--- src/rtl/cpu_core_macros.svh ---
// Core-wide constants shared by the pipeline stages.
`ifndef CPU_CORE_MACROS_SVH
`define CPU_CORE_MACROS_SVH
`define PC_INIT      32'h0000_0000
`define NOP_INSTRUCT 32'h0000_0013
`endif

--- src/rtl/cpu_core_pkg.sv ---
// Shared types for the cpu core: fetch FSM state and fetch buffer entry.
package cpu_core_pkg;

   typedef enum logic [1:0] {
      FS_BOOT,
      FS_RUN,
      FS_DRAIN
   } fetch_state_t;

   typedef struct packed {
      logic [31:0] instr;
      logic [31:0] pc;
      logic        redirect;
   } fetch_entry_t;

endpackage

--- src/rtl/fetch_buffer.sv ---
// Synchronous FIFO of fetched instructions; clear beats push, head is read from registered storage.
module fetch_buffer
   import cpu_core_pkg::*;
#(
   parameter int DEPTH = 4
)(
   input  logic                         clock_i,
   input  logic                         nreset_i,
   input  logic                         i_push,
   input  fetch_entry_t                 i_entry,
   input  logic                         i_pop,
   input  logic                         i_clear,
   output logic [$clog2(DEPTH+1)-1:0]   o_count,
   output logic                         o_empty,
   output fetch_entry_t                 o_head
);

   localparam int CW = $clog2(DEPTH + 1);
   localparam int PW = (DEPTH > 1) ? $clog2(DEPTH) : 1;

   fetch_entry_t  r_mem [DEPTH];
   logic [PW-1:0] r_wr_ptr;
   logic [PW-1:0] r_rd_ptr;
   logic [CW-1:0] r_count;
   logic          w_do_push;
   logic          w_do_pop;

   function automatic logic [PW-1:0] ptr_next(input logic [PW-1:0] p);
      return (p == PW'(DEPTH - 1)) ? '0 : p + PW'(1);
   endfunction

   assign w_do_push = i_push & (r_count != CW'(DEPTH));
   assign w_do_pop  = i_pop & (r_count != '0);

   always_ff @(posedge clock_i or negedge nreset_i) begin
      if (!nreset_i) begin
         r_wr_ptr <= '0;
         r_rd_ptr <= '0;
         r_count  <= '0;
      end else if (i_clear) begin
         r_wr_ptr <= '0;
         r_rd_ptr <= '0;
         r_count  <= '0;
      end else begin
         if (w_do_push) r_wr_ptr <= ptr_next(r_wr_ptr);
         if (w_do_pop)  r_rd_ptr <= ptr_next(r_rd_ptr);
         r_count <= r_count + CW'(w_do_push) - CW'(w_do_pop);
      end
   end

   always_ff @(posedge clock_i) begin
      if (w_do_push && !i_clear) r_mem[r_wr_ptr] <= i_entry;
   end

   assign o_count = r_count;
   assign o_empty = (r_count == '0);
   assign o_head  = r_mem[r_rd_ptr];

endmodule

--- src/rtl/fetch_unit.sv ---
// Instruction fetch stage: PC ownership, memory request/response tracking, and the decode-side output.
`include "cpu_core_macros.svh"
module fetch_unit
   import cpu_core_pkg::*;
#(
   parameter logic [31:0] PC_INIT = `PC_INIT,
   parameter int          DEPTH   = 4
)(
   input  logic        clock_i,
   input  logic        nreset_i,
   output logic        im_req_o,
   output logic [31:0] im_addr_o,
   input  logic        im_gnt_i,
   input  logic        im_rvalid_i,
   input  logic [31:0] im_rdata_i,
   output logic [31:0] du_instruct_o,
   output logic [31:0] du_pc_o,
   output logic        du_bubble_o,
   output logic        du_branch_taken_o,
   input  logic        du_stall_i,
   input  logic        xu_branch_flush_i,
   input  logic [31:0] xu_branch_pc_i
);

   localparam int CW  = $clog2(DEPTH + 1);
   localparam int CW1 = CW + 1;

   fetch_state_t  r_state;
   logic [31:0]   r_fetch_pc;
   logic [31:0]   r_resp_pc;
   logic [31:0]   r_last_pc;
   logic [CW-1:0] r_outstanding;
   logic [CW-1:0] r_drop;
   logic          r_redirect;
   logic          r_req;

   fetch_state_t  w_state_next;
   logic [CW-1:0] w_out_next;
   logic [CW-1:0] w_drop_next;
   logic [CW-1:0] w_inflight;
   logic [CW-1:0] w_count;
   logic [CW-1:0] w_count_next;
   logic          w_req_next;
   logic          w_grant;
   logic          w_resp_ok;
   logic          w_drop_hit;
   logic          w_push;
   logic          w_pop;
   logic          w_empty;
   logic [31:0]   w_target;
   logic          w_unused_pc_lsb;
   fetch_entry_t  w_entry;
   fetch_entry_t  w_head;

   assign w_target        = {xu_branch_pc_i[31:2], 2'b00};
   assign w_unused_pc_lsb = ^xu_branch_pc_i[1:0];

   // A response with nothing outstanding is a protocol error and is dropped.
   assign w_grant    = r_req & im_gnt_i;
   assign w_resp_ok  = im_rvalid_i & (r_state != FS_DRAIN) & (r_outstanding != '0);
   assign w_drop_hit = im_rvalid_i & (r_state == FS_DRAIN) & (r_drop != '0);
   assign w_inflight = r_outstanding + CW'(w_grant) - CW'(w_resp_ok);
   assign w_push     = w_resp_ok & ~xu_branch_flush_i;
   assign w_pop      = ~w_empty & ~du_stall_i & ~xu_branch_flush_i;

   assign w_entry = '{instr: im_rdata_i, pc: r_resp_pc, redirect: r_redirect};

   fetch_buffer #(.DEPTH(DEPTH)) u_buffer (
      .clock_i  (clock_i),
      .nreset_i (nreset_i),
      .i_push   (w_push),
      .i_entry  (w_entry),
      .i_pop    (w_pop),
      .i_clear  (xu_branch_flush_i),
      .o_count  (w_count),
      .o_empty  (w_empty),
      .o_head   (w_head)
   );

   assign w_count_next = xu_branch_flush_i ? '0 : (w_count + CW'(w_push) - CW'(w_pop));

   always_comb begin
      w_state_next = r_state;
      w_out_next   = r_outstanding;
      w_drop_next  = r_drop;
      case (r_state)
         FS_DRAIN: begin
            w_out_next  = '0;
            w_drop_next = r_drop - CW'(w_drop_hit);
            if (w_drop_next == '0) w_state_next = FS_RUN;
         end
         default: begin
            w_state_next = FS_RUN;
            w_out_next   = w_inflight;
            w_drop_next  = '0;
            if (xu_branch_flush_i) begin
               w_out_next = '0;
               if (w_inflight != '0) begin
                  w_state_next = FS_DRAIN;
                  w_drop_next  = w_inflight;
               end
            end
         end
      endcase
   end

   // Request is registered from next-cycle counts, so the stall input never reaches im_req_o directly.
   assign w_req_next = (w_state_next == FS_RUN) &&
                       ((CW1'(w_out_next) + CW1'(w_count_next)) < CW1'(DEPTH));

   always_ff @(posedge clock_i or negedge nreset_i) begin
      if (!nreset_i) begin
         r_state       <= FS_BOOT;
         r_fetch_pc    <= PC_INIT;
         r_resp_pc     <= PC_INIT;
         r_last_pc     <= PC_INIT;
         r_outstanding <= '0;
         r_drop        <= '0;
         r_redirect    <= 1'b0;
         r_req         <= 1'b0;
      end else begin
         r_state       <= w_state_next;
         r_outstanding <= w_out_next;
         r_drop        <= w_drop_next;
         r_req         <= w_req_next;
         if (xu_branch_flush_i) begin
            r_fetch_pc <= w_target;
            r_resp_pc  <= w_target;
            r_redirect <= 1'b1;
         end else begin
            if (w_grant) r_fetch_pc <= r_fetch_pc + 32'd4;
            if (w_push) begin
               r_resp_pc  <= r_resp_pc + 32'd4;
               r_redirect <= 1'b0;
            end
         end
         if (!w_empty) r_last_pc <= w_head.pc;
      end
   end

   assign im_req_o          = r_req;
   assign im_addr_o         = r_fetch_pc;
   assign du_bubble_o       = w_empty;
   assign du_instruct_o     = w_empty ? `NOP_INSTRUCT : w_head.instr;
   assign du_pc_o           = w_empty ? r_last_pc : w_head.pc;
   assign du_branch_taken_o = ~w_empty & w_head.redirect;

   resp_without_request: assert property (@(posedge clock_i) disable iff (!nreset_i)
      !(im_rvalid_i && (r_state != FS_DRAIN) && (r_outstanding == '0)));

endmodule

--- config.mk ---
export PLATFORM = sky130hd
export DESIGN_NAME = fetch_unit
export DESIGN_NICKNAME = d
export VERILOG_FILES = /design/src/rtl/cpu_core_pkg.sv /design/src/rtl/fetch_buffer.sv /design/src/rtl/fetch_unit.sv
export VERILOG_INCLUDE_DIRS = /design/src /design/src/rtl
export SDC_FILE = /design/constraint.sdc
export NUM_CORES = 1
export LEC_CHECK = 0
export BUFFER_PORTS_ARGS = -buffer_cell sky130_fd_sc_hd__buf_2
export CORE_ASPECT_RATIO = 0.8
export CORE_MARGIN = 5
export CORE_UTILIZATION = 58
export CTS_CLUSTER_DIAMETER = 60
export DETAILED_ROUTE_END_ITERATION = 16
export PLACE_DENSITY = 0.81
export SLEW_MARGIN = 10
export SYNTH_ARGS = -nofsm -noshare
export SYNTH_HDL_FRONTEND = slang
export SYNTH_SLANG_ARGS = --single-unit
--- constraint.sdc ---
create_clock -name clock_i -period 4.3 [get_ports clock_i]
set_input_delay 0.645 -clock clock_i [delete_from_list [all_inputs] [get_ports clock_i]]
set_output_delay 0.645 -clock clock_i [all_outputs]
set_load 0.01 [all_outputs]
# After elaboration in Yosys (flattened, before gate mapping)
# Memories as Yosys holds them, arrays and structs flattened.
# Index checks and enable logic that the tools add are counted.
totals:
  out_inout_bits: 99
  input_bits: 70
  ram_bits: 260
  wordCells: 85
  regBits: 113
  memories: 1
op_classes:
  muxes: 27
  order_cmp: 1
  bitwise_logic: 14
  eq_ne: 6
  addsub: 12
  reduce_logical: 13
mem_list:
  columns: ["name", "depth", "width", "read_ports", "rd_ports_with_merged_regs", "wr", "line", "rtl"]
  rows:
  - ["u_buffer.r_mem", 4, 65, 1, 0, 1, "fetch_buffer.sv:21", "fetch_entry_t r_mem [DEPTH];"]
ops:
  columns: ["operator", "n"]
  rows:
  - ["$mux W32", 6]
  - ["$add A32 B3 Y32 const B", 2]
  - ["$mux W3", 7]
  - ["$mux W2", 10]
  - ["$reduce_bool A3 Y1", 4]
  - ["$sub A3 B1 Y3", 4]
  - ["$and A1 B1 Y1", 11]
  - ["$add A3 B1 Y3", 3]
  - ["$reduce_bool A2 Y1", 4]
  - ["$eq A2 B2 Y1 const B", 3]
  - ["$logic_not A3 Y1", 2]
  - ["$add A2 B1 Y2 const B", 2]
  - ["$add A3 B3 Y4", 1]
  - ["$lt A4 B3 Y1 const B", 1]
  - ["$mux W1", 4]
  - ["$ne A3 B3 Y1 const B", 1]
  - ["$not A1 Y1", 3]
  - ["$eq A2 B1 Y1 const B", 1]
  - ["$logic_and A1 B1 Y1", 2]
  - ["$ne A2 B2 Y1 const B", 1]
  - ["$logic_not A1 Y1", 1]

# Logic depth before layout (Yosys ltp)
# Gate-level depths: netlist of run 1.
logic_depth:
  ltp_word: 10
  mapped_depth: 14
  mapped_depth_nobuf: 13

# By module
# From an unflattened synthesis of run 1, not the netlist that was laid out.
hier_totals:
  cells_unflattened: 978
  hier_area_um2: 15725.1
by_module_without_submodules:
  columns: ["mod", "n_inst", "cells_each", "area_per_inst_um2", "seq_area_each_um2"]
  rows:
  - ["fetch_buffer", 1, 388, 9860.7, 7982.7]
  - ["fetch_unit", 1, 590, 5864.4, 2552.4]

# Worst setup path before layout of run 1
# OpenSTA, ideal clock, no wires.
synth_path:
  kind: "input to register"
  from: "in xu_branch_flush_i"
  to: "reg r_req, in the netlist im_req_o"
  setup_slack_ns: 0.739
  required_time_ns: 4.201
  path_buffers: 3
  t_arrival_ns: 3.462
  cell_stages: 14
  setup_ns: 0.099
  cell_sequence: "clkbuf_1 -> inv_1 -> buf_1 -> clkbuf_1 -> nand2_1 -> ha_1 -> inv_1 -> ha_1 -> fa_1 -> xnor2_1 -> nor2_1 -> ha_1 -> or3_1 -> a311oi_1"
synth_via:
  elab_chain_len: 8
  elab_cells_between_ends: 14
  cone_classes: "add/sub: 3; order compare: 1; eq/ne: 1; mux: 5; bitwise: 3; reduce/logical: 1"
synth_lines:
  columns: ["element", "line", "rtl"]
  rows:
  - ["start, declared", "fetch_unit.sv:21", "input logic xu_branch_flush_i,"]
  - ["$not A1 Y1", "fetch_unit.sv:63, fetch_unit.sv:64", null]
  - ["$and A1 B1 Y1", "fetch_unit.sv:63", "assign w_push = w_resp_ok & ~xu_branch_flush_i;"]
  - ["$add A3 B1 Y3", "fetch_unit.sv:80", "assign w_count_next = xu_branch_flush_i ? '0 : (w_count + CW'(w_push) - CW'(w_pop));"]
  - ["$sub A3 B1 Y3", "fetch_unit.sv:80", null]
  - ["$mux W3", "fetch_unit.sv:80", null]
  - ["$add A3 B3 Y4", "fetch_unit.sv:109", "((CW1'(w_out_next) + CW1'(w_count_next)) < CW1'(DEPTH));"]
  - ["$lt A4 B3 Y1", "fetch_unit.sv:109", null]
  - ["$logic_and A1 B1 Y1 (*)", "fetch_unit.sv:108", "assign w_req_next = (w_state_next == FS_RUN) &&"]
  - ["via w_req_next", "fetch_unit.sv:43", "logic w_req_next;"]
  - ["end signal, assigned", "fetch_unit.sv:125", "r_req <= w_req_next;"]
  - ["end, declared", "fetch_unit.sv:35", "logic r_req;"]
# The timed path passes the listed nets; every way through them passes the cells marked *.
# A chain may end at the register's enable or synchronous reset.

# Worst setup path after layout of run 1
layout_path:
  from: "reg r_outstanding[1]"
  to: "reg r_req, in the netlist im_req_o"
layout_via:
  elab_cells_between_ends: 18
  cone_classes: "add/sub: 5; order compare: 1; eq/ne: 1; mux: 6; bitwise: 2; reduce/logical: 3"
layout_rtl:
  columns: ["element", "line", "rtl"]
  rows:
  - ["start, declared", "fetch_unit.sv:32", "logic [CW-1:0] r_outstanding;"]
  - ["start signal, assigned", "fetch_unit.sv:123", "r_outstanding <= w_out_next;"]
  - ["branches (longest 2 deep; another with $add A3 B1 Y3)", null, null]
  - ["$sub A3 B1 Y3 (*)", "fetch_unit.sv:62", "assign w_inflight = r_outstanding + CW'(w_grant) - CW'(w_resp_ok);"]
  - ["$mux W3 (*)", "fetch_unit.sv:96", "if (xu_branch_flush_i) begin"]
  - ["$mux W3 (*)", "fetch_unit.sv:86", "case (r_state)"]
  - ["via w_out_next[2]", "fetch_unit.sv:38", "logic [CW-1:0] w_out_next;"]
  - ["$add A3 B3 Y4 (*)", "fetch_unit.sv:109", null]
  - ["$lt A4 B3 Y1 (*)", "fetch_unit.sv:109", null]
  - ["$logic_and A1 B1 Y1 (*)", "fetch_unit.sv:108", null]
  - ["via w_req_next", "fetch_unit.sv:43", null]
# Mark *: on every way through the listed nets, which the timed path passes.

==> results.md, run 1 <==
* Static Leak at around 6.4 nW
* Synthesis warning total at 0
* Via total after detailed routing at between 8000 and 9000
* NumNets Final at 1129
* Antenna violations before repair at 0
* Class of the worst hold path: input port to async pin
* Number of buffers added for setup after CTS at 0
* Initial cell density of the core at 59.03%
* Proportion of power drawn by flip-flops and latches at about 45%
* Maximum number of pins on one net before global-route repair at a little under 70
* Ratio of cells with drive above 1 in the final layout at between 30% and 40%
* Design Power at between 10 and 15 mW
* Wire length after detailed routing at 29.83 mm
* Minimum setup slack among reg-to-reg paths at a little under 0.7 ns
* Sequential cell area fraction in the yosys report at between 60% and 70%
* RSZ-0062 raised after global routing: false
* Maximum root-to-sink buffer count at 3
* Min Clock Period, post-route at around 3.6 ns
* Number of pins with negative max-slew slack in the final report at 0
* Number of global-route vias before repair at 8257
* Area growth from synthesis to final layout at 15.54%
* Commonest cells in the synthesized netlist: sky130_fd_sc_hd__edfxtp_1, sky130_fd_sc_hd__dfrtp_1, sky130_fd_sc_hd__mux2_2
* Largest cells by area after synthesis: sky130_fd_sc_hd__edfxtp_1, sky130_fd_sc_hd__dfrtp_1, sky130_fd_sc_hd__mux4_2, sky130_fd_sc_hd__mux2_2, sky130_fd_sc_hd__xnor2_1
* IO Port Bufs at about 160
* Number of CTS-inserted buffers at 35
* Number of synthesized flops with an enable pin at roughly 250
* Period utilization at a little over four fifths
* Post-detailed-route count of antenna-violating nets at 0
* Count of inserted antenna diode cells at 0
* Global-route total usage across every layer at about a fifth
* Post-CTS sizing at 0
* Via/cell ratio at around 5.8
* TritonCTS clock tree: built
* Die Outline Area at 0.02909 sq mm
* Detailed-routing iteration count for the pre-antenna-repair pass at 5
* Data required, critical path at around 4.7 ns
* Slew at the pin closest to its max-slew limit at about 0.89 ns
* Wire length per cell after detailed routing at ~21 microns
* Global Route met1 Usage at 32.14%
* Arrival time reported for the critical path endpoint at around 4.0 ns
* Fraction of post-synthesis cell area in the top cell type by area at around 50%
* Filler instances at 1695
* Final Hold Violating Endpoints at 0
* Max-capacitance violation count at 0
* Clock network latency to the later pin of the worst-skew pair at roughly 0.52 ns
* Half-perimeter wire length after detailed placement at 19.03 mm
* Combinational cell fraction of total power at around a quarter
* Global placement routability congestion at a little over 0.8
* Layout Skew at 0.01911 ns
* First-pass GRT wire length at about 47 mm
* Remaining global-route overflow at 0
* P_int at ~7 mW
* Post-layout worst setup margin at 0.6931 ns
* Pwr Density at ~590 mW/mm^2
* Slew margin rel. at around two fifths
* Setup violators final at 0
* Number of flip-flops and latches in the synthesized netlist at roughly 360
* Cell type with the largest total area after synthesis: sky130_fd_sc_hd__edfxtp_1
* CTS root buffer: sky130_fd_sc_hd__clkbuf_16
* Die H at 153.5 microns
* Critical Path End Type: flip-flop
* Post-synth ARST share at a little under a third
* Met2 routing resource usage after global routing at between 30% and 40%
* Switching power at 2.993 mW
* Net switching share of the total power at 29.44%
* Run status: completed
* Worst setup endpoint: im_req_o
* IR drop worst, VDD at about 0.32 mV
* Met3 GRT Util at under 10%
* Cell count after synthesis at around 860
* Post-synthesis average cell area at approximately 17 sq um
* Sink Count at roughly 360
* Clock slew at the register clock pins of the worst setup and hold paths at around 0.070 ns
* Drt drc at 0
* Core Box Area at about 0.025 sq mm
* Multi-input gate area in the final layout at 0.004397 sq mm
* Critical path origin: r_outstanding[1]
* Terminus of the critical flop-to-flop path: im_req_o
* Crit Reg-Reg Startpoint: r_outstanding[1]
* Layer with the highest usage: met1
* Number of rows in the core area at 52
* Worst setup SP type: flip-flop
* Largest fanout of any net on the critical path at 6
* Start-to-end type of the worst setup path: flip-flop to flip-flop
* Area taken by flip-flops and latches at just over 0.01 sq mm
* Die X at 189.4 microns
* Number of library cell types mapped by synthesis at 53
* Top-count cell post-synth: sky130_fd_sc_hd__edfxtp_1
* Clock network fraction of design power at 28.8%
* Most used flip-flop cell after synthesis: sky130_fd_sc_hd__edfxtp_1
* Number of cells on the worst reg-to-reg path at 13
* Accumulated negative setup slack at 0 ns
* First-iteration detailed-routing DRC count at ~640
* H-tree levels at 2
* Total standard cell area after synthesis at 0.01494 sq mm
* Total of hold buffers inserted after clock tree synthesis at 0
* Fmax achieved at ~280 MHz
* I/O pin cnt at around 170
* Post-placement worst setup slack at approximately 0.73 ns
==> state kept, by name (all words and copies together) (netlist names), 2 cells and up <==
name,count
r_outstanding,3
u_buffer.o_count,3
u_buffer.r_wr_ptr,2
r_last_pc,32
u_buffer.r_rd_ptr,2
r_drop,3
r_state,2
r_resp_pc,30
im_addr_o,30
u_buffer.r_mem,252
==> metrics by stage <==
stage               hold WS, ns  util [%]  instance area [sq um]  cells
floorplan                0.3494         -                  14940    859
global placement         0.4611     63.91                  16180   1327
detailed placement       0.4660     63.91                  16180   1327
CTS                      0.1856     68.20                  17260   1390
global route             0.2072     68.20                  17260   1390
finish                   0.1600     68.20                  17260   1390
==> placed cells by master, fill, tap and decap left out, drive strengths merged, types with 2 or more instances in the layout <==
cell,count
a21boi,9
a21oi,10
a311oi,2
a31oi,2
and2,8
and3,8
and4,7
buf,182
bufinv,2
clkbuf,47
clkinv,10
conb,2
dfrtp,109
edfxtp,252
fa,3
ha,16
inv,28
mux2,67
mux2i,2
mux4,63
nand2,27
nand2b,6
nand3,20
nand4,18
nor2,17
nor2b,34
nor3,15
nor4,15
o21ai,2
o22ai,2
o31a,2
o31ai,3
or2,4
or3,3
or4,2
xnor2,34
xor2,28
==> power by group through the flow <==
| stage | clock network, mW | registers [mW] | logic (mW) |
|---|---|---|---|
| 5_1_grt | 3.14 | 4.58 | 2.98 |
| 4_1_cts | 2.98 | 4.53 | 2.78 |
| 3_3_place_gp | 0 | 4.56 | 2.70 |
| 6_report | 2.93 | 4.52 | 2.72 |
| 3_5_place_dp | 0 | 4.59 | 2.75 |
| 2_1_floorplan | 0 | 4.43 | 1.89 |
==> final cells by class <==
class	count	area share, %
Tap cell	324	2.349
Clock inverter	16	0.8408
Multi-Input combinational cell	436	25.47
Clock buffer	47	5.451
Inverter	24	0.5219
Timing Repair Buffer	182	5.697
Sequential cell	361	59.67
==> critical path: stages, from the launching register on <==
cell,delay [ns]
sky130_fd_sc_hd__dfrtp_1,0.41
sky130_fd_sc_hd__or3_1,0.39
sky130_fd_sc_hd__nand3_1,0.21
sky130_fd_sc_hd__inv_1,0.16
sky130_fd_sc_hd__ha_1,0.30
sky130_fd_sc_hd__inv_1,0.04
sky130_fd_sc_hd__ha_1,0.18
sky130_fd_sc_hd__fa_1,0.38
sky130_fd_sc_hd__xnor2_1,0.15
sky130_fd_sc_hd__xnor2_1,0.27
sky130_fd_sc_hd__nor3_1,0.11
sky130_fd_sc_hd__ha_1,0.31
sky130_fd_sc_hd__or3_1,0.34
sky130_fd_sc_hd__a311oi_1,0.25
==> worst min-delay path by stage <==
stage / from / endpoint / slack, ns / cells after the start
6_report: nreset_i / r_last_pc[26] / 0.16 / 1
5_1_grt: nreset_i / r_last_pc[26] / 0.21 / 1
4_1_cts: nreset_i / r_last_pc[26] / 0.19 / 1
3_5_place_dp: r_last_pc[0] / r_last_pc[0] / 0.47 / 1
3_3_place_gp: r_last_pc[0] / r_last_pc[0] / 0.46 / 1
2_1_floorplan: nreset_i / im_addr_o[10] / 0.35 / 0
==> metal layers <==
metal	vias up	share of wire, %
met3	31	7.1
li1	3641	-
met4	0	1.3
met5	-	0
met2	265	47
met1	4160	45
==> cells by family (layout without fill, tap and decap cells) <==
kind of cell | count (synthesis) | after routing | share of synthesized area [%]
xor+xnor | 62 | 62 | 3.635
fa+ha+maj | 19 | 19 | 1.742
buf+inv | 62 | 269 | 1.750
mux | 132 | 132 | 14.71
compound gates | 36 | 36 | 1.700
simple gates | 185 | 185 | 7.529
flops | 361 | 361 | 68.91
other cells | 1 | 2 | 0.02510
(Power assumes the default switching activity.)
==> run 2, diff against run 1 <==
--- a/config.mk
+++ b/config.mk
@@ -9,10 +9,10 @@
 export BUFFER_PORTS_ARGS = -buffer_cell sky130_fd_sc_hd__buf_2
 export CORE_ASPECT_RATIO = 0.8
 export CORE_MARGIN = 5
-export CORE_UTILIZATION = 58
+export CORE_UTILIZATION = 53
 export CTS_CLUSTER_DIAMETER = 60
 export DETAILED_ROUTE_END_ITERATION = 16
-export PLACE_DENSITY = 0.81
+export PLACE_DENSITY = 0.78
 export SLEW_MARGIN = 10
 export SYNTH_ARGS = -nofsm -noshare
 export SYNTH_HDL_FRONTEND = slang
==> constraint.sdc (replaced) <==
create_clock -name clock_i -period 3 [get_ports clock_i]
set_input_delay 0.45 -clock clock_i [delete_from_list [all_inputs] [get_ports clock_i]]
set_output_delay 0.45 -clock clock_i [all_outputs]
set_load 0.01 [all_outputs]
==> run 2 against run 1 <==
Effect of this change:
- the flow now finishes with violations (setup timing)
- cell area grew 4.0%
- via count grew 1.6%
- clock-buffer cell count unchanged
- sequential share of layout area shrank 2.3 points
- worst hold slack about the same
- critical path depth is 3 higher
- first-iteration DRC count is 29% lower
- sequential power is 40% higher
- global-route usage shrank 0.99 points
- utilization down 4.1 points
- wire length up 4.1%
- critical endpoint unchanged
==> results.md, run 2 (synthesized netlist as in run 1, its figures left out) <==
* Run status: complete, but fails checks
* Violated checks: setup timing
* Number of pins with negative max-slew slack in the final report at 0
* Number of CTS-inserted buffers at 38
* Pwr Density at between 800 and 900 mW/mm^2
* Final Hold Violating Endpoints at 0
* Most common cell after layout, fill and taps aside: sky130_fd_sc_hd__edfxtp_1
* Number of global-route vias before repair at between 8000 and 9000
* Max-capacitance violation count at 0
* Die Outline Area at approximately 0.032 sq mm
* Global placement routability congestion at 0.8142
* Cell depth of the worst min-delay path at 1
* Placement-stage cell area at 0.01643 sq mm
* Final design area excluding fillers at 0.01795 sq mm
* Largest fanout of any net on the critical path at 2
* Detailed-routing iteration count for the pre-antenna-repair pass at 5
* Filler instances at between 1500 and 2000
* Die H at roughly 160 microns
* CTS root buffer: sky130_fd_sc_hd__clkbuf_16
* Core Box Area at about 0.028 sq mm
* TritonCTS clock tree: built
* Maximum number of pins on one net before global-route repair at 68
* Via total after detailed routing at ~8200
* Drt drc at 0
* Die X at slightly below 200 microns
* Clock slew at the register clock pins of the worst setup and hold paths at approximately 0.060 ns
* Wire length per cell after detailed routing at roughly 21 microns
* Design Power at between 15 and 20 mW
* First-iteration detailed-routing DRC count at around 460
* IR drop worst, VDD at about 0.45 mV
* NumNets Final at 1153
* Global-route total usage across every layer at roughly a fifth
* Remaining global-route overflow at 0
* Number of rows in the core area at 55
* Clock network latency to the later pin of the worst-skew pair at about 0.5 ns
* Ratio of cells with drive above 1 in the final layout at between 30% and 40%
* Hold path startpoint: im_rdata_i[21]
* Terminus of the critical flop-to-flop path: im_req_o
* Largest registers: u_buffer.r_mem: 252 flops, r_last_pc: 32 flops
* IO Port Bufs at around 160
* Crit Reg-Reg Startpoint: r_outstanding[1]
* RSZ-0062 raised after global routing: true
* Critical Path End Type: flip-flop
* Layout Skew at between 0.01 and 0.015 ns
* Arrival time reported for the critical path endpoint at 3.58 ns
* Post-layout worst setup margin at -0.1741 ns
* Static Leak at about 6.6 nW
* Min Clock Period, post-route at about 3.2 ns
* Post-detailed-route count of antenna-violating nets at 0
* Top library cells by usage in the layout, fill and taps aside: sky130_fd_sc_hd__edfxtp_1, sky130_fd_sc_hd__buf_2, sky130_fd_sc_hd__dfrtp_1
* Worst setup SP type: flip-flop
* Via/cell ratio at around 5.6
* Area growth from synthesis to final layout at 20.13%
* Start-to-end type of the worst setup path: flip-flop to flip-flop
* Data required, critical path at 3.41 ns
* Wire length after detailed routing at just over 30 mm
* Class of the worst hold path: input port to flip-flop
* Initial cell density of the core at a little over half
* First-pass GRT wire length at 49.00 mm
* Number of cells on the worst reg-to-reg path at 16
* Max FFs per register at 252
* Period utilization at 105.8%
* Antenna violations before repair at 0
* Top register by number of flip-flops: u_buffer.r_mem
* Slew margin rel. at a little under 50%
* H-tree levels at 2
* Fmax achieved at roughly 320 MHz
* Hold EP: u_buffer.r_mem[1][54]
* Half-perimeter wire length after detailed placement at around 20 mm
* Count of inserted antenna diode cells at 0
* Slew at the pin closest to its max-slew limit at 0.7762 ns
* Maximum root-to-sink buffer count at 3
* Setup violators final at 3
* Minimum setup slack among reg-to-reg paths at -0.17 ns
* I/O pin cnt at between 150 and 200
* Sink Count at about 360
-- run 2: how the worst max path moves through the flow --
stage | from | end | slack [ns] | depth (start not counted)
after detailed placement | r_outstanding[1] | im_req_o | -0.26 | 13
after CTS | r_outstanding[0] | im_req_o | -0.11 | 13
final | r_outstanding[1] | im_req_o | -0.17 | 16
after global placement | r_outstanding[1] | im_req_o | -0.24 | 13
after floorplan | xu_branch_flush_i | im_req_o | -0.29 | 13
after global routing | r_outstanding[1] | im_req_o | -0.25 | 13
-- run 2: power by group --
group / internal, mW / total [mW] / switching, mW
Clock: 3.13 / 4.99 / 1.86
Sequential: 5.99 / 6.35 / 0.354
Combinational: 2.18 / 4.45 / 2.27
Total: 11.3 / 15.8 / 4.48
-- run 2: what timing repair did --
action	in CTS	in global routing
endpoints found under the setup margin	13	15
buffers inserted	5	1
endpoints found under the hold margin	35	0
pin swaps	11	7
resized for setup	17	6
hold buffers	1	0
-- run 2: critical path, cell delays in order (launching register included) --
cell and delay (ns):
sky130_fd_sc_hd__dfrtp_1 0.39, sky130_fd_sc_hd__or3_4 0.42, sky130_fd_sc_hd__nand3_4 0.09, sky130_fd_sc_hd__inv_4 0.04, sky130_fd_sc_hd__ha_4 0.25, sky130_fd_sc_hd__inv_2 0.04, sky130_fd_sc_hd__ha_4 0.15, sky130_fd_sc_hd__fa_2 0.35
sky130_fd_sc_hd__xnor2_2 0.16, sky130_fd_sc_hd__xnor2_2 0.21, sky130_fd_sc_hd__buf_4 0.14, sky130_fd_sc_hd__buf_6 0.08, sky130_fd_sc_hd__buf_6 0.09, sky130_fd_sc_hd__buf_6 0.08, sky130_fd_sc_hd__nor3b_2 0.18, sky130_fd_sc_hd__o22ai_2 0.13
sky130_fd_sc_hd__a311oi_2 0.26
-- run 2: metal layers --
metal	vias to the layer above	routed length, microns	GRT usage (%)
li1	3710	-	-
met1	4208	13810	29.47
met2	260	14860	30.58
met3	47	1863	3.565
met4	0	530	4.599
met5	-	0	0
-- run 2: cell type report --
class | instances | area [sq um] | share of cell area, %
Clock buffer | 47 | 1026 | 5.717
Multi-Input combinational cell | 436 | 4486 | 24.99
Tap cell | 370 | 462.9 | 2.579
Clock inverter | 22 | 330.3 | 1.840
Inverter | 24 | 92.59 | 0.5159
Sequential cell | 361 | 10300 | 57.39
Timing Repair Buffer | 203 | 1250 | 6.965
-- run 2: through the flow --
stage,setup slack (ns),util [%],instances,TNS [ns],hold slack (ns)
2_1_floorplan,-0.2944,-,859,-0.2944,0.1544
3_3_place_gp,-0.2352,58.67,1387,-0.2352,0.4607
3_5_place_dp,-0.2624,58.67,1387,-0.2624,0.4632
4_1_cts,-0.1141,63.95,1462,-0.1387,0.1388
5_1_grt,-0.2467,64.08,1463,-0.5855,0.1418
6_report,-0.1741,64.08,1463,-0.4345,0.1601
==> run 3, diff against run 2 <==
--- a/config.mk
+++ b/config.mk
@@ -16,4 +16,5 @@
 export SLEW_MARGIN = 10
 export SYNTH_ARGS = -nofsm -noshare
 export SYNTH_HDL_FRONTEND = slang
+export SYNTH_HIERARCHICAL = 1
 export SYNTH_SLANG_ARGS = --single-unit
==> run 3 against run 2 <==
Effect of this change:
- sequential cell count is 8 higher
- critical path type unchanged
- largest cell class unchanged
- clock-buffer cell count is 2 lower
- register-to-register slack better by 0.22 ns
- first-iteration DRC count is 85% higher
- largest power group unchanged
- worst setup slack better by 0.22 ns
- the flow now finishes without violations
==> results.md, run 3 <==
* Die H at about 160 microns
* First-iteration detailed-routing DRC count at approximately 850
* Final Hold Violating Endpoints at 0
* Number of flip-flops and latches in the synthesized netlist at 369
* Slew margin rel. at 53.15%
* Worst setup SP type: flip-flop
* Top library cells by usage in the layout, fill and taps aside: sky130_fd_sc_hd__edfxtp_1, sky130_fd_sc_hd__buf_2, sky130_fd_sc_hd__dfrtp_1
* IR drop worst, VDD at 0.6628 mV
* Max FFs per register at between 200 and 300
* Synthesis warning total at 6
* Max-capacitance violation count at 0
* Min Clock Period, post-route at approximately 3.0 ns
* Maximum number of pins on one net before global-route repair at between 80 and 90
* Crit Reg-Reg Startpoint: r_outstanding[0]
* Cell total after placement at ~1500
* Period utilization at between 90% and 100%
* Number of CTS-inserted buffers at 37
* Fraction of post-synthesis cell area in the top cell type by area at approximately half
* Slew at the pin closest to its max-slew limit at 0.6976 ns
* I/O pin cnt at about 170
* Post-synthesis average cell area at around 16 sq um
* Count of inserted antenna diode cells at 0
* Core Box Area at a little under 0.03 sq mm
* RSZ-0062 raised after global routing: true
* Terminus of the critical flop-to-flop path: im_req_o
* H-tree levels at 2
* Run status: completed
* Most used flip-flop cell after synthesis: sky130_fd_sc_hd__edfxtp_1
* Antenna violations before repair at 1
* Filler instances at about 2100
* Critical Path End Type: flip-flop
* Class of the worst hold path: input port to flip-flop
* Total standard cell area after synthesis at 0.01573 sq mm
* Cell depth of the worst min-delay path at 1
* IO Port Bufs at ~160
* Post-detailed-route count of antenna-violating nets at 0
* Routed length on met2 at around 17 mm
* Wire length after detailed routing at approximately 35 mm
* Ratio of cells with drive above 1 in the final layout at between 30% and 40%
* Clock slew at the register clock pins of the worst setup and hold paths at 0.06 ns
* Number of pins with negative max-slew slack in the final report at 0
* Via total after detailed routing at 9628
* Drt drc at 0
* Post-synth ARST share at between 20% and 30%
* CTS root buffer: sky130_fd_sc_hd__clkbuf_16
* Top-count cell post-synth: sky130_fd_sc_hd__edfxtp_1
* Fmax achieved at between 300 and 400 MHz
* Wire length per cell after detailed routing at between 20 and 25 microns
* Design Power at ~14 mW
* Initial cell density of the core at around 54%
* Sink Count at ~370
* Layout Skew at 0.02119 ns
* Arrival time reported for the critical path endpoint at around 3.4 ns
* Number of cells on the worst reg-to-reg path at 13
* Top register by number of flip-flops: u_buffer/r_mem
* Clock network latency to the later pin of the worst-skew pair at about 0.51 ns
* Cell type with the largest total area after synthesis: sky130_fd_sc_hd__edfxtp_1
* Data required, critical path at around 3.4 ns
* Most common cell after layout, fill and taps aside: sky130_fd_sc_hd__edfxtp_1
* Global placement routability congestion at between 0.8 and 0.9
* Die X at between 200 and 250 microns
* Largest fanout of any net on the critical path at 3
* Pwr Density at around 750 mW/mm^2
* Number of global-route vias before repair at between 9000 and 10000
* Area growth from synthesis to final layout at 18.13%
* First-pass GRT wire length at between 50 and 60 mm
* Static Leak at between 6 and 7 nW
* Commonest cells in the synthesized netlist: sky130_fd_sc_hd__edfxtp_1, sky130_fd_sc_hd__dfrtp_1, sky130_fd_sc_hd__mux4_2
* Via/cell ratio at roughly 6.1
* TritonCTS clock tree: built
* Number of rows in the core area at between 50 and 60
* Uppermost layer routed: met5
* Global-route total usage across every layer at 20.98%
* Largest registers: u_buffer/r_mem: 260 flops, r_last_pc: 32 flops
* Hold EP: u_buffer/r_mem[1][52]
* Detailed-routing iteration count for the pre-antenna-repair pass at 6
* Number of synthesized flops with an enable pin at 260
* Largest cells by area after synthesis: sky130_fd_sc_hd__edfxtp_1, sky130_fd_sc_hd__dfrtp_1, sky130_fd_sc_hd__mux4_2, sky130_fd_sc_hd__mux2_2, sky130_fd_sc_hd__nor2b_1
* Maximum root-to-sink buffer count at 3
* Post-route non-filler standard cell count at between 1500 and 2000
* Cell count after synthesis at a little under 1000
* Met3 routed wirelength at ~2.1 mm
* Remaining global-route overflow at 0
* Sequential cell area fraction in the yosys report at about two thirds
* Number of library cell types mapped by synthesis at 62
* Setup violators final at 0
* Hold path startpoint: im_rdata_i[19]
* WL met1 at ~15 mm
* Half-perimeter wire length after detailed placement at roughly 23 mm
* NumNets Final at around 1300
* Die Outline Area at approximately 0.033 sq mm
* Minimum setup slack among reg-to-reg paths at a little under 0.05 ns
* Start-to-end type of the worst setup path: flip-flop to flip-flop
==> run 3: cell types whose count changed in the layout (fill, tap and decap cells not counted), sizes merged, moves of 12 or more <==
cell    previous run  this run
a31oi              2        18
or4                2        16
xnor2             34        18
xor2              28         4
mux2              67        41
buf              202       215
o31ai              3        15
nor2              17        44
a211oi             0        15
==> run 3: what timing repair did <==
item,CTS,global route
resized for setup,17,5
endpoints found under the hold margin,30,0
pin swaps,9,3
hold buffers,1,0
setup buffers,2,5
endpoints found under the setup margin,33,2
cloned,0,0
==> run 3: worst max-delay path, cell delays in order (launching register included) <==
cell and delay [ns]:
sky130_fd_sc_hd__dfrtp_1 0.37, sky130_fd_sc_hd__or3_4 0.41, sky130_fd_sc_hd__nand3_4 0.08, sky130_fd_sc_hd__buf_6 0.11
sky130_fd_sc_hd__nor2_4 0.03, sky130_fd_sc_hd__inv_1 0.05, sky130_fd_sc_hd__ha_1 0.23, sky130_fd_sc_hd__inv_1 0.08
sky130_fd_sc_hd__ha_2 0.18, sky130_fd_sc_hd__fa_2 0.44, sky130_fd_sc_hd__nor2b_1 0.15, sky130_fd_sc_hd__ha_2 0.19
sky130_fd_sc_hd__or3_1 0.35, sky130_fd_sc_hd__a311oi_2 0.19
==> run 3: metrics by stage <==
| stage | hold WS, ns | instance area (sq um) | TNS [ns] | worst slack, ns | util (%) |
|---|---|---|---|---|---|
| 2_1_floorplan | 0.1544 | 15780 | -0.3765 | -0.3765 | - |
| 3_3_place_gp | 0.4745 | 17240 | -0.1305 | -0.1305 | 58.86 |
| 3_5_place_dp | 0.4789 | 17240 | -0.2679 | -0.2679 | 58.86 |
| 4_1_cts | 0.1377 | 18510 | -0.06210 | -0.06210 | 63.21 |
| 5_1_grt | 0.1474 | 18580 | -0.07218 | -0.05738 | 63.42 |
| 6_report | 0.1644 | 18580 | 0 | 0.04958 | 63.42 |
==> run 3: cells by family (layout without fill, tap and decap cells) <==
logic type,Yosys count,after routing,share of synthesized area (%)
mux,109,109,12.44
compound gates,103,103,4.575
xor+xnor,23,23,1.369
other cells,1,10,0.02385
buf+inv,77,304,2.506
simple gates,277,277,10.44
flops,369,369,67.00
fa+ha+maj,19,19,1.655
==> run 3: final cells by class <==
| type | instances | area (sq um) | area share, % |
|---|---|---|---|
| Timing Repair Buffer | 216 | 1365 | 7.349 |
| Multi-Input combinational cell | 541 | 4927 | 26.53 |
| Inverter | 23 | 88.84 | 0.4782 |
| Sequential cell | 369 | 10540 | 56.74 |
| Tap cell | 377 | 471.7 | 2.539 |
| Clock buffer | 45 | 985.9 | 5.308 |
| Clock inverter | 20 | 196.4 | 1.058 |
==> run 3: worst max path at each step <==
stage / slack [ns] / startpoint / endpoint / depth (start not counted)
after floorplan: -0.38 / xu_branch_flush_i / im_req_o / 13
after global placement: -0.13 / r_outstanding[2] / im_req_o / 13
after detailed placement: -0.27 / r_outstanding[2] / im_req_o / 13
after CTS: -0.06 / r_outstanding[1] / im_req_o / 13
after global routing: -0.06 / r_outstanding[0] / im_req_o / 13
final: 0.05 / r_outstanding[0] / im_req_o / 13
==> run 3: report_power, final <==
part / total, mW / leakage, nW / internal, mW / switching, mW
registers: 6.35 / 3.63 / 6.00 / 0.355
logic: 3.01 / 2.51 / 1.40 / 1.61
clock network: 4.50 / 0.578 / 2.68 / 1.82
total: 13.9 / 6.71 / 10.1 / 3.79
==> run 3: per-layer routing <==
layer  vias to the layer above  GRT usage [%]
li1                       4293              -
met1                      4930          30.98
met2                       345          33.44
met3                        58          3.375
met4                         2          5.120
met5                         -              0
